## src/rtl/mem_stage.sv

```systemverilog
// Memory stage: forwards ALU results to writeback and runs single-outstanding
// load/store transactions on the data bus with an ack timeout.
module mem_stage #(
  parameter int TIMEOUT = 15
) (
  input  logic        clk,
  input  logic        rst,
  input  logic        valid_in,
  input  logic [15:0] instr_in,
  input  logic [15:0] res_in,
  input  logic [15:0] addr_in,
  input  logic [3:0]  dest_in,
  input  logic        t_written_in,
  input  logic        t_in,
  output logic        mem_req,
  output logic        mem_we,
  output logic [15:0] mem_addr,
  output logic [15:0] mem_wdata,
  input  logic [15:0] mem_rdata,
  input  logic        mem_ack,
  output logic        wb_en,
  output logic [3:0]  wb_dest,
  output logic [15:0] wb_data,
  output logic        t_reg,
  output logic        stall,
  output logic        mem_err
);

  typedef enum logic [1:0] {
    IDLE  = 2'd0,
    LOAD  = 2'd1,
    STORE = 2'd2
  } state_t;

  // The counter holds the number of ack-less cycles already spent, so the
  // last permitted wait cycle is the one where it equals TIMEOUT-1.
  localparam logic [3:0] LAST_WAIT = 4'(TIMEOUT - 1);

  state_t      r_state;
  state_t      w_nextState;
  logic        r_memReq;
  logic        r_memWe;
  logic [15:0] r_memAddr;
  logic [15:0] r_memWdata;
  logic        r_wbEn;
  logic [3:0]  r_wbDest;
  logic [15:0] r_wbData;
  logic [3:0]  r_dest;
  logic [3:0]  r_count;
  logic        r_tReg;
  logic        r_memErr;

  logic        w_isLoad;
  logic        w_isStore;
  logic        w_start;
  logic        w_done;
  logic        w_abort;
  logic        w_unusedBits;

  assign w_isLoad     = (instr_in[15:11] == 5'b10010) || (instr_in[15:11] == 5'b10011);
  assign w_isStore    = (instr_in[15:11] == 5'b11010) || (instr_in[15:11] == 5'b11011);
  assign w_unusedBits = ^instr_in[10:0];

  always_ff @(posedge clk or negedge rst) begin
    if (!rst) begin
      r_state <= IDLE;
    end else begin
      r_state <= w_nextState;
    end
  end

  always_comb begin
    w_nextState = r_state;
    w_start     = 1'b0;
    w_done      = 1'b0;
    w_abort     = 1'b0;
    case (r_state)
      IDLE: begin
        if (valid_in && (w_isLoad || w_isStore)) begin
          w_start     = 1'b1;
          w_nextState = w_isLoad ? LOAD : STORE;
        end
      end
      LOAD, STORE: begin
        // An ack in the final wait cycle still wins over the timeout.
        if (mem_ack) begin
          w_done      = 1'b1;
          w_nextState = IDLE;
        end else if (r_count == LAST_WAIT) begin
          w_abort     = 1'b1;
          w_nextState = IDLE;
        end
      end
      default: w_nextState = IDLE;
    endcase
  end

  always_ff @(posedge clk or negedge rst) begin
    if (!rst) begin
      r_memReq   <= 1'b0;
      r_memWe    <= 1'b0;
      r_memAddr  <= 16'h0000;
      r_memWdata <= 16'h0000;
      r_wbEn     <= 1'b0;
      r_wbDest   <= 4'h0;
      r_wbData   <= 16'h0000;
      r_dest     <= 4'h0;
      r_count    <= 4'h0;
      r_tReg     <= 1'b0;
      r_memErr   <= 1'b0;
    end else begin
      r_wbEn <= 1'b0;
      if (r_state == IDLE) begin
        if (valid_in) begin
          if (!t_written_in) begin
            r_tReg <= t_in;
          end
          if (w_isLoad) begin
            r_memReq  <= 1'b1;
            r_memWe   <= 1'b0;
            r_memAddr <= addr_in;
            r_dest    <= dest_in;
            r_count   <= 4'h0;
          end else if (w_isStore) begin
            r_memReq   <= 1'b1;
            r_memWe    <= 1'b1;
            r_memAddr  <= addr_in;
            r_memWdata <= res_in;
            r_count    <= 4'h0;
          end else begin
            r_wbEn   <= (dest_in != 4'hF);
            r_wbDest <= dest_in;
            r_wbData <= res_in;
          end
        end
      end else if (w_done || w_abort) begin
        r_memReq <= 1'b0;
        r_memWe  <= 1'b0;
        r_count  <= 4'h0;
        if (w_done && (r_state == LOAD)) begin
          r_wbEn   <= 1'b1;
          r_wbDest <= r_dest;
          r_wbData <= mem_rdata;
        end
        if (w_abort) begin
          r_memErr <= 1'b1;
        end
      end else begin
        r_count <= r_count + 4'd1;
      end
    end
  end

  // Stall must rise in the same cycle a memory op is offered, before any edge.
  assign stall     = rst & ((r_state != IDLE) | w_start);
  assign mem_req   = r_memReq;
  assign mem_we    = r_memWe;
  assign mem_addr  = r_memAddr;
  assign mem_wdata = r_memWdata;
  assign wb_en     = r_wbEn;
  assign wb_dest   = r_wbDest;
  assign wb_data   = r_wbData;
  assign t_reg     = r_tReg;
  assign mem_err   = r_memErr;

endmodule

```

## config.mk

```make
export PLATFORM = sky130hd
export DESIGN_NAME = mem_stage
export DESIGN_NICKNAME = d
export VERILOG_FILES = /design/src/rtl/mem_stage.sv
export SDC_FILE = /design/constraint.sdc
export NUM_CORES = 1
export LEC_CHECK = 0
export ABC_AREA = 1
export BUFFER_PORTS_ARGS = -buffer_cell sky130_fd_sc_hd__buf_2
export CAP_MARGIN = 30
export CORE_AREA = 5 5 112 104
export DETAILED_ROUTE_END_ITERATION = 8
export DIE_AREA = 0 0 117 109
export SLEW_MARGIN = 15
export SYNTH_ARGS = -nofsm -noshare
export SYNTH_HDL_FRONTEND = slang
export SYNTH_SLANG_ARGS = --single-unit
export TNS_END_PERCENT = 30
```

## constraint.sdc

```tcl
create_clock -name clk -period 1.8 [get_ports clk]
set_input_delay 0.36 -clock clk [delete_from_list [all_inputs] [get_ports clk]]
set_output_delay 0.36 -clock clk [all_outputs]
set_load 0.05 [all_outputs]
```

---- After elaboration in Yosys (flattened, before gate mapping) ----
Index checks and enable logic that the tools add are counted.
cells by class
  $add $sub $neg .......................... 1
  eq/ne operators ......................... 14
  muxes and demuxes ....................... 45
  bitwise logic cells ..................... 5
  reductions and logical operators ........ 21
operator list
  operator             count
  $mux 16              8
  $mux 4               11
  $mux 1               21
  $eq 5x5->1 const B   4
  $reduce_and 3->1     5
  $mux 2               4
  $ne 2x2->1 const B   4
  $reduce_bool 2->1    4
  $ne 3x3->1 const B   2
  $reduce_and 5->1     1
  $add 4x1->4 const B  1
  $eq 4x4->1 const B   1
  $logic_or 1x1->1     4
  $ne 4x4->1 const B   1
  $pmux 2 s2           1
  $reduce_and 2->1     2
  $reduce_and 4->1     1
  $not 1->1            3
  $eq 2x1->1 const B   1
  $eq 2x2->1 const B   1
  $logic_and 1x1->1    2
  $logic_not 2->1      1
  $reduce_or 2->1      1
  $and 1x1->1          1
  $or 1x1->1           1
word-level totals
  flip-flop bits (word level) ............. 67
  output and inout bits ................... 58
  word-level logic and storage cells ...... 98

---- Logic depth before layout (Yosys ltp) ----
  word-level depth ........................ 8
  gate-level depth with buffers ........... 10
  gate-level depth less buffers ........... 9

---- Worst setup path after synthesis ----
No wires, ideal clock.
  kind .................................... register to output
  from .................................... register r_state[0]
  to ...................................... output port stall
  data arrival time ....................... 1.645 ns
  setup slack ............................. -0.205 ns
  stages on the path, launching flop included .. 7
  buffers on the path ..................... 1
  cells stage by stage .................... dfrtp_1 -> inv_1 -> ha_1 -> buf_4 -> nand2_1 -> inv_1 -> nor2_1
between the ends
  longest elaborated chain between the ends .. 4
  elaborated cells between the ends (all ways) .. 5
  classes of those cells .................. mux: 1; bitwise: 2; reduce/logical: 2
RTL lines
  element                 RTL line  source
  start, declared         39        state_t r_state;
  start signal, assigned  68        r_state <= w_nextState;
  $logic_not 2->1         77        case (r_state)
  $mux 1                  77
  $or 1x1->1 *            155       assign stall = rst & ((r_state != IDLE) | w_start);
  $and 1x1->1 *           155
  end, declared           25        output logic stall,
Every way passes the cells marked *; elsewhere a longest branch is shown, timed or not.

---- Final worst setup path ----
Ends and elaborated chain as after synthesis.

==> results by group <==
STA
  • Setup Viol. Count Final: 0
  • Slew HR: 0.741
  • Unrepaired setup endpoints after global routing: no
  • Worst Tran Pin Value: 388 ps
  • Final Hold Viols: 0
  • Setup TNS: 0 ps
  • FMAX: 0.576 GHz
  • Fin crit share: 0.964
  • Slew Limit Fails: 0
  • Fin crit period: 1740 ps
  • Hold slack: 70.4 ps
  • Final Skew: 5.28 ps

Finish
  • Area of the multi-input gates: 1170 um^2
  • # fillers: 1081
  • Fin nets: 576
  • P&R area growth vs syn: 37.0%
  • # diodes: 0
  • Seq. cell area: 1680 um^2
  • Share of cells above drive strength 1: 0.312
  • Final Instance Count excl. Fillers: 636
  • Fin util: 0.398

Detailed routing
  • Met2 routed WL: 4020 um
  • DR pass1 iterations: 4
  • Met1 wire length: 3750 um
  • Vias/cell: 4.41
  • ANT nets after route: 0
  • Top layer used by detailed routing: met4
  • Post-Route WL: 8660 um
  • Metal3 WL: 792 um
  • DRC: 0
  • Via count: 2805
  • Wirelength per Cell: 13.6 um
  • Iter 0 DRT Violations: 167

Critical path
  • Worst setup path endpoint: stall
  • Critical Path Start: r_state[0]
  • RR Endpoint: wb_dest[3]
  • CP Capture Type: output pin
  • WS Path Type: reg2out
  • CP arrival: 1380 ps
  • R2r setup slk: 120 ps
  • Reg2Reg Depth: 9
  • Startpoint Class: flop
  • Critical path peak fanout: 6
  • RR Startpoint: r_count[0]
  • Worst Path Required: 1440 ps

Yosys
  • Sequential element share of the synthesized area: 0.553
  • Area share of the largest cell type after synthesis: 0.553
  • Yosys warning total: 0
  • Main area contributors after synthesis: dfrtp_1, nand2_1, nand3_1
  • Synthesized area: 3030 um^2
  • Leading area contributor after synthesis: dfrtp_1
  • Yosys cell types: 20
  • Syn Area/Cell: 8.13 um^2
  • Syn nets: 451
  • Post-Syn Instances: 373
  • Post-synthesis register bit count: 67

GRT
  • Global route overflow: 0
  • Vias in the first global route: 2798
  • First-pass GRT wire length: 13700 um
  • Largest net degree at the start of global routing: 68
  • Initial antenna violation count: 0
  • GR Util All Layers: 0.139

Placement
  • IO Port Bufs: 119
  • Placed cells: 617
  • DP HPWL: 6430 um
  • GPL Wtd Cong: 0.820

Hold path
  • Worst min path class: in2async

Clock tree
  • Clock Root Buffer: clkbuf_16
  • Maximum clock insertion buffer count: 2
  • CTS sink count: 67
  • CTS tree: built
  • H-tree level count: 3
  • Clock slew at reported path FFs: 60 ps
  • Clk_lat worst skew: 320 ps
  • Clock buffer count from CTS: 9

Job
  • Max-cap viol count: 0

Die
  • Initial Util: 0.290
  • Row count: 36
  • Core ar.: 10500 um^2
  • Full die area: 12800 um^2
  • Die span in y: 109 um
  • Io pins: 132
  • Chip width: 117 um

Pwr
  • Max VDD drop: 1.06 mV
  • Leakage: 0.00240 uW
  • Pwr/cell area: 2210 nW/um^2

Status
  • Status: complete, no violations
==> logic make-up (layout without fill, tap and decap cells) <==
kind of cell               Yosys count  after routing  share of synthesized area
and+or+nand+nor                    225            225                      0.303
DFF                                 67             67                      0.553
buffers and inverters               45            175                     0.0685
AOI/OAI and AO/OA                   30             30                     0.0524
adders and majority gates            4              4                     0.0165
xor gates and xnor gates             1              1                    0.00289
muxes                                1              1                    0.00371
==> metal layers <==
layer,global-route usage,vias to the layer above
li1,-,1406
met1,0.178,1284
met2,0.216,102
met3,0.0572,13
met4,0.0393,0
met5,0,-
==> area by class of cell <==
cell class | instances | area share
inverter | 29 | 0.0262
multi-input combinational | 261 | 0.282
sequential | 67 | 0.404
clock inverter | 4 | 0.0175
tap | 133 | 0.0401
clock buffer | 12 | 0.0617
timing repair buffer | 130 | 0.169
==> critical path, cell delays in order (launching register included) <==
cell and delay (ps):
dfrtp_1 350, inv_1 70, ha_4 180, nand2_1 100
inv_2 70, nor2_4 110, buf_6 160
==> power breakdown <==
group          internal, uW  leakage [uW]  total, uW  switching, uW
combinational          1130       0.00140       4700           3570
clock                  1290      0.000159       1920            634
sequential             2190      0.000848       2570            376
==> worst min-delay path by stage <==
| stage | startpoint | to | slack, ps | cells after the start |
|---|---|---|---|---|
| 2_1_floorplan | rst | mem_addr[0] | 60 | 0 |
| 3_3_place_gp | wb_data[13] | wb_data[13] | 450 | 2 |
| 3_5_place_dp | wb_data[13] | wb_data[13] | 450 | 2 |
| 4_1_cts | res_in[8] | mem_wdata[8] | 240 | 3 |
| 5_1_grt | rst | mem_addr[8] | 100 | 2 |
| 6_report | rst | mem_addr[15] | 70 | 2 |
==> through the flow <==
stage	instance area, um^2	total power (uW)	setup WS [ps]
floorplan	3030	6070	18.8
global placement	3760	7150	81.8
detailed placement	3760	7230	45.2
CTS	4110	9250	13.7
global route	4150	9780	2.45
finish	4150	9190	64.3
==> layout by cell type (no fill, tap or decap), types with 3 or more instances in the layout <==
cell         n
ha_1         3
nor2_1       3
nand3_1     29
nand4_1      3
buf_4        9
buf_2      118
inv_2        4
inv_1       25
o21ai_0     27
dfrtp_1     67
clkbuf_16    9
nand2_1    185
==> synthesized netlist by cell type <==
library cell and number:
nand2_1 185, dfrtp_1 67, nand3_1 29, inv_1 27, o21ai_0 27, buf_2 7, buf_4 4, ha_1 4
nor2_1 4, clkbuf_1 3, nand4_1 3, buf_6 2, inv_2 2, nand2_2 2, o21bai_1 2, mux2_2 1
nand4_4 1, nor2_4 1, o21ai_2 1, xor2_1 1
==> timing repair <==
item,4_1_cts,5_1_grt
resized for setup,4,5
hold endpoints to repair,0,0
setup buffers,1,1
hold buffers,0,0
endpoints found under the setup margin,1,21
cloned,0,0
pin swaps,0,2
No activity file was read; power rests on OpenSTA's default activity.
